`config.mk`:
```
export PLATFORM = sky130hd
export DESIGN_NAME = load_store_unit
export DESIGN_NICKNAME = d
export VERILOG_FILES = /design/src/rtl/load_store_unit.sv
export SDC_FILE = /design/constraint.sdc
export NUM_CORES = 1
export LEC_CHECK = 0
export ABC_AREA = 1
export BUFFER_PORTS_ARGS = -buffer_cell sky130_fd_sc_hd__buf_4
export CAP_MARGIN = 5
export CORE_AREA = 2 2 132 134
export CTS_BUF_LIST = sky130_fd_sc_hd__clkbuf_4
export CTS_CLUSTER_SIZE = 28
export DETAILED_ROUTE_END_ITERATION = 10
export DIE_AREA = 0 0 134 136
export GPL_TIMING_DRIVEN = 0
export PLACE_DENSITY = 0.75
export SETUP_SLACK_MARGIN = 0.4
export SYNTH_ARGS = -nofsm -noshare
export SYNTH_HDL_FRONTEND = slang
export SYNTH_SLANG_ARGS = --single-unit
```
`constraint.sdc`:
```
create_clock -name clk -period 3.41 [get_ports clk]
set_clock_uncertainty 0.2 [all_clocks]
set_input_delay 0.1705 -clock clk [delete_from_list [all_inputs] [get_ports clk]]
set_output_delay 0.1705 -clock clk [all_outputs]
set_load 0.02 [all_outputs]
```
`src/rtl/load_store_unit.sv`:
```
// RV32I MEM-stage load/store unit: byte/half/word accesses against a
// word-wide memory, with misaligned accesses split over two cycles.
module load_store_unit #(
  parameter int MEM_WORDS = 1024
) (
  input  logic        clk,
  input  logic        reset,
  input  logic        req_valid,
  input  logic        req_we,
  input  logic [2:0]  funct3,
  input  logic [31:0] addr,
  input  logic [31:0] wdata,
  output logic [31:0] rdata,
  output logic        stall,
  output logic        fault,
  output logic [31:0] mem_A,
  output logic [31:0] mem_WD,
  output logic        mem_WE,
  input  logic [31:0] mem_RD
);

  typedef enum logic {IDLE, SPLIT} state_t;

  state_t      state;
  logic [29:0] n_q;
  logic [1:0]  off_q;
  logic [2:0]  f3_q;
  logic        we_q;
  logic [23:0] hold_q;

  logic [29:0] n, n1;
  logic [1:0]  off, a_off;
  logic [2:0]  a_f3, sz;
  logic        sec, bad_f3, oor, split_i, flt;
  logic [3:0]  szm, bmask;
  logic [7:0]  m8;
  logic [5:0]  shft, shinv;
  logic [31:0] sdata, raw, merged, ext;

  assign n   = addr[31:2];
  assign off = addr[1:0];
  assign n1  = n + 30'd1;
  assign sec = (state == SPLIT);

  always_comb begin
    case (funct3[1:0])
      2'b00:   sz = 3'd1;
      2'b01:   sz = 3'd2;
      default: sz = 3'd4;
    endcase
  end

  assign bad_f3  = (funct3 == 3'b011) || (funct3[2:1] == 2'b11) || (req_we && funct3[2]);
  assign split_i = ({1'b0, off} + sz) > 3'd4;
  // N+1 wrap at the top of the address space is caught because N itself is out of range
  assign oor     = ({2'b00, n} >= 32'(MEM_WORDS)) ||
                   (split_i && ({2'b00, n1} >= 32'(MEM_WORDS)));
  assign flt     = req_valid && (bad_f3 || oor);

  assign a_f3  = sec ? f3_q  : funct3;
  assign a_off = sec ? off_q : off;

  always_comb begin
    case (a_f3[1:0])
      2'b00:   szm = 4'b0001;
      2'b01:   szm = 4'b0011;
      default: szm = 4'b1111;
    endcase
  end

  // Byte lanes touched in this word: low nibble for the first word, high for the second
  assign m8    = {4'b0000, szm} << a_off;
  assign bmask = sec ? m8[7:4] : m8[3:0];
  assign shft  = {1'b0, a_off, 3'b000};
  assign shinv = {(3'd4 - {1'b0, a_off}), 3'b000};

  assign sdata = sec ? (wdata >> shinv) : (wdata << shft);
  assign raw   = sec ? ({8'h00, hold_q} | (mem_RD << shinv)) : (mem_RD >> shft);

  always_comb begin
    for (int k = 0; k < 4; k++)
      merged[8*k +: 8] = bmask[k] ? sdata[8*k +: 8] : mem_RD[8*k +: 8];
  end

  always_comb begin
    case (a_f3)
      3'b000:  ext = {{24{raw[7]}}, raw[7:0]};
      3'b001:  ext = {{16{raw[15]}}, raw[15:0]};
      3'b010:  ext = raw;
      3'b100:  ext = {24'h0, raw[7:0]};
      3'b101:  ext = {16'h0, raw[15:0]};
      default: ext = 32'h0;
    endcase
  end

  // Outputs are combinational so store RMW and loads complete in the same cycle
  always_comb begin
    rdata  = 32'h0;
    stall  = 1'b0;
    fault  = 1'b0;
    mem_A  = 32'h0;
    mem_WD = 32'h0;
    mem_WE = 1'b0;
    if (reset) begin
      if (sec) begin
        mem_A  = {n_q + 30'd1, 2'b00};
        mem_WE = we_q;
        mem_WD = we_q ? merged : 32'h0;
        rdata  = we_q ? 32'h0 : ext;
      end else if (req_valid) begin
        if (flt) begin
          fault = 1'b1;
        end else begin
          mem_A  = {n, 2'b00};
          mem_WE = req_we;
          mem_WD = req_we ? merged : 32'h0;
          stall  = split_i;
          rdata  = (req_we || split_i) ? 32'h0 : ext;
        end
      end
    end
  end

  always_ff @(posedge clk or negedge reset) begin
    if (!reset) begin
      state  <= IDLE;
      n_q    <= '0;
      off_q  <= '0;
      f3_q   <= '0;
      we_q   <= 1'b0;
      hold_q <= '0;
    end else begin
      case (state)
        IDLE: if (req_valid && !flt && split_i) begin
          state  <= SPLIT;
          n_q    <= n;
          off_q  <= off;
          f3_q   <= funct3;
          we_q   <= req_we;
          hold_q <= req_we ? 24'h0 : raw[23:0];
        end
        SPLIT: state <= IDLE;
        default: state <= IDLE;
      endcase
    end
  end

endmodule

```
==> metrics.csv <==
stage,metric,value,unit
timing,final setup fails,24,
floorplan,Starting Density,0.441,
worst_setup_path,nature of the critical path endpoint,output port,
job,Max Cap Viol,0,
pwr,Internal Power,1320,uW
route,Initial DRC Count,1026,
finish,fin area,11400,um^2
finish,final instance count without filler cells,1843,
place,DPL Wire Length,26900,um
timing,Worst slew margin,0.494,
worst_setup_path,CP Max Fanout,6,
pwr,NetSw,883,uW
grt,largest net degree at the start of global routing,62,
floorplan,die height,136,um
worst_setup_path,CP startpoint kind,flip-flop,
cts,"Clk Latency, worst-skew pair",0.43,ns
yosys,adder-cell share of the synthesized area,0.00773,
yosys,Post-synth ARST share,1.00,
worst_hold_path,worst hold path type,in2reg,
timing,fin. max-slew vios,0,
yosys,Synth Area in Simple Gates,0.376,
timing,crit path time final,3.66,ns
floorplan,core footprint,16900,um^2
grt,Overflow after GRT,0,
route,Post-route DRC,0,
yosys,mapped cell area,7440,um^2
route,Via density,5.92,
pwr,total chip power,2210,uW
cts,clock sinks,61,
timing,endpoints failing hold,0,
yosys,"Seq/Total Area, Yosys",0.205,
pwr,Power Dens Cells,193,nW/um^2
pwr,power share of the sequential group,0.328,
cts,CTS Buf Count,9,
finish,nets,1719,
pwr,Comb power frac,0.419,
yosys,Cells after Synth,1313,
pwr,leakage,0.00547,uW
cts,"Clk pin slew, worst setup/hold paths",0.12,ns
grt,first-pass GRT wire length,54700,um
grt,vias in the first global route,10100,
yosys,"EDFF count, synth",0,
place,Port Buffer Count,199,
yosys,"Top FF cell, synth",dfrtp_1,
worst_setup_path,FF-to-FF setup slack,0.58,ns
status,status,"complete, but fails checks",
pwr,Peak VDD IR,0.217,mV
floorplan,I/O pins,202,
floorplan,Die X,134,um
cts,Bufs on Longest Clock Path,2,
timing,worst setup margin,-0.255,ns
yosys,largest family of logic cells by synthesized area,simple AND/OR/NAND/NOR gates,
worst_setup_path,critical path required time,3.04,ns
cts,CTS root buf,clkbuf_4,
yosys,Compound-Gate Fraction of Synth Area,0.267,
place,placed insts,1738,
worst_setup_path,Worst Path Arrival,3.29,ns
floorplan,die area,18200,um^2
finish,layout cell share with drive strength beyond 1,0.331,
place,Placer Congestion,0.999,
yosys,post-synthesis mux area share,0,
route,Detailed Routing Iterations Pass 1,6,
pwr,Sw Share,0.400,
yosys,mean post-synth cell area,5.67,um^2
grt,GR Util All Layers,0.387,
pwr,clock share of power,0.254,
route,Final ANT Viol Nets,0,
yosys,XOR/XNOR share of the synthesized area,0.0106,
cts,H-tree Lvls,3,
yosys,post-synth cell types,54,
yosys,YS warnings,0,
route,Routed WL per cell,20.5,um
timing,maximum achievable frequency,273,MHz
cts,TritonCTS clock tree,done,
timing,worst slew pin tran,0.760,ns
timing,Tcrit/Tclk final,1.07,
status,failing checks,negative setup slack,
route,Vias,10900,
finish,synth-to-layout area growth,53.4,%
worst_setup_path,WS Path Type,reg2out,
yosys,flop and latch count out of synthesis,61,
grt,initial antenna violation count,1,
place,Placed Area,9340,um^2
route,DRT Wirelength,37800,um
timing,RSZ-0062 raised after global routing,true,
floorplan,Cell Rows,48,
[layer usage]
| metal | vias to the layer above | track usage | routed length (um) |
|---|---|---|---|
| li1 | 4929 | - | - |
| met1 | 4933 | 0.464 | 13900 |
| met2 | 822 | 0.646 | 17300 |
| met3 | 220 | 0.0645 | 3940 |
| met4 | 0 | 0.249 | 2640 |
| met5 | - | 0 | 0 |
[logic make-up (layout without fill, tap and decap cells)]
family | Yosys count | count (layout)
other cells | 1 | 3
xor+xnor | 9 | 9
flops | 61 | 61
fa+ha+maj | 4 | 4
buf+inv | 243 | 546
compound gates | 336 | 336
simple gates | 659 | 659
[worst max-delay path, cell delays in order, from the launching register on]
cell and delay [ns]:
dfrtp_1 0.40, buf_6 0.13, inv_4 0.06, nand2_4 0.04, nand2_4 0.09, inv_4 0.04, buf_6 0.11, buf_8 0.11
buf_12 0.11, ha_4 0.25, clkbuf_16 0.15, clkinv_8 0.05, nand2_1 0.06, o21ai_0 0.19, nor2_1 0.06, o311ai_0 0.44
nor2_1 0.15, nor2_2 0.18, nor2_2 0.08, buf_6 0.15
[cell usage in the layout, fill, tap and decap left out, types with 15 or more instances in the layout]
cell | Yosys | layout
a21oi_1 | 45 | 38
buf_2 | 22 | 16
buf_4 | 4 | 234
buf_6 | 4 | 45
clkbuf_4 | 0 | 17
dfrtp_1 | 61 | 59
dlygate4sd3_1 | 0 | 17
inv_1 | 168 | 161
nand2_1 | 303 | 292
nand3_1 | 50 | 40
nor2_1 | 214 | 170
nor2_2 | 12 | 38
nor2_4 | 4 | 22
o211ai_1 | 15 | 15
o21ai_0 | 164 | 118
o21ai_1 | 31 | 56
o21ai_2 | 2 | 21
[power by group through the flow]
stage / combinational, uW / sequential (uW) / clock, uW
after floorplan: 352 / 737 / 0
after global placement: 657 / 737 / 0
after detailed placement: 655 / 737 / 0
after CTS: 829 / 723 / 561
after global routing: 966 / 723 / 604
final: 923 / 723 / 559
[repair_timing]
item                                   4_1_cts  5_1_grt
buffers inserted                            47       19
endpoints found under the hold margin       82        0
cloned                                       4        0
gates resized for setup                    224      121
setup endpoints to repair                  110       89
hold buffers                                18        0
pin swaps                                   85       70
[sequential cells by signal (all words and copies together), names as in the netlist]
register  cells
f3_q          3
off_q         2
sec           1
we_q          1
hold_q       24
n_q          30
[path summary, 6_finish.rpt]
| kind | start | endpoint | cells past startpoint |
|---|---|---|---|
| worst max register to register | sec$_DFF_PN0_ | hold_q[22]$_DFFE_PN0P_ | 20 |
| worst max-delay path | sec$_DFF_PN0_ | rdata[23] | 19 |
| max in group asynchronous | reset | n_q[2]$_DFFE_PN0P_ | 3 |
| worst min-delay path | addr[0] | off_q[0]$_DFFE_PN0P_ | 4 |
| worst min register to register | hold_q[0]$_DFFE_PN0P_ | hold_q[0]$_DFFE_PN0P_ | 2 |
| min in group asynchronous | reset | n_q[22]$_DFFE_PN0P_ | 3 |
[synthesized netlist by cell type, drive strengths merged, types with 3 or more instances]
| library cell | instances | area [um^2] |
|---|---|---|
| a21oi | 46 | 234 |
| o311ai | 3 | 26.3 |
| a32oi | 9 | 78.8 |
| nand3b | 8 | 72.6 |
| nand2 | 309 | 1170 |
| nand4 | 14 | 87.6 |
| o211ai | 15 | 113 |
| nor2 | 230 | 923 |
| o21a | 6 | 45.0 |
| buf | 35 | 204 |
| clkbuf | 35 | 135 |
| a211o | 7 | 61.3 |
| or2 | 12 | 75.1 |
| nor3 | 18 | 100 |
| ha | 3 | 37.5 |
| nor4 | 14 | 87.6 |
| o21ai | 197 | 993 |
| o41ai | 4 | 53.8 |
| inv | 171 | 642 |
| a22oi | 6 | 45.0 |
| o221ai | 18 | 158 |
| dfrtp | 61 | 1530 |
| a31oi | 14 | 87.6 |
| nand3 | 51 | 260 |
| xor2 | 7 | 61.3 |
[per-stage QoR]
stage	setup WS [ns]	util	hold WS, ns	TNS, ns
floorplan	0.181	-	-0.325	0
detailed placement	-1.20	0.554	0.123	-37.48
global route	-0.365	0.677	0.0773	-5.19
finish	-0.255	0.677	0.0753	-2.71
global placement	-1.22	0.554	0.120	-37.39
CTS	-0.168	0.644	0.0337	-2.57
[cell type report]
class,instances,area [um^2]
multi-input cells,1010,5790
fillers,1539,5460
repair buffers,287,2420
flip-flops and latches,61,1530
inverters,173,673
plain buffers,70,581
well taps,225,282
clock inverters,7,82.6
clock buffers,9,67.6
diodes,1,2.50
No activity file was read; power rests on OpenSTA's default activity.
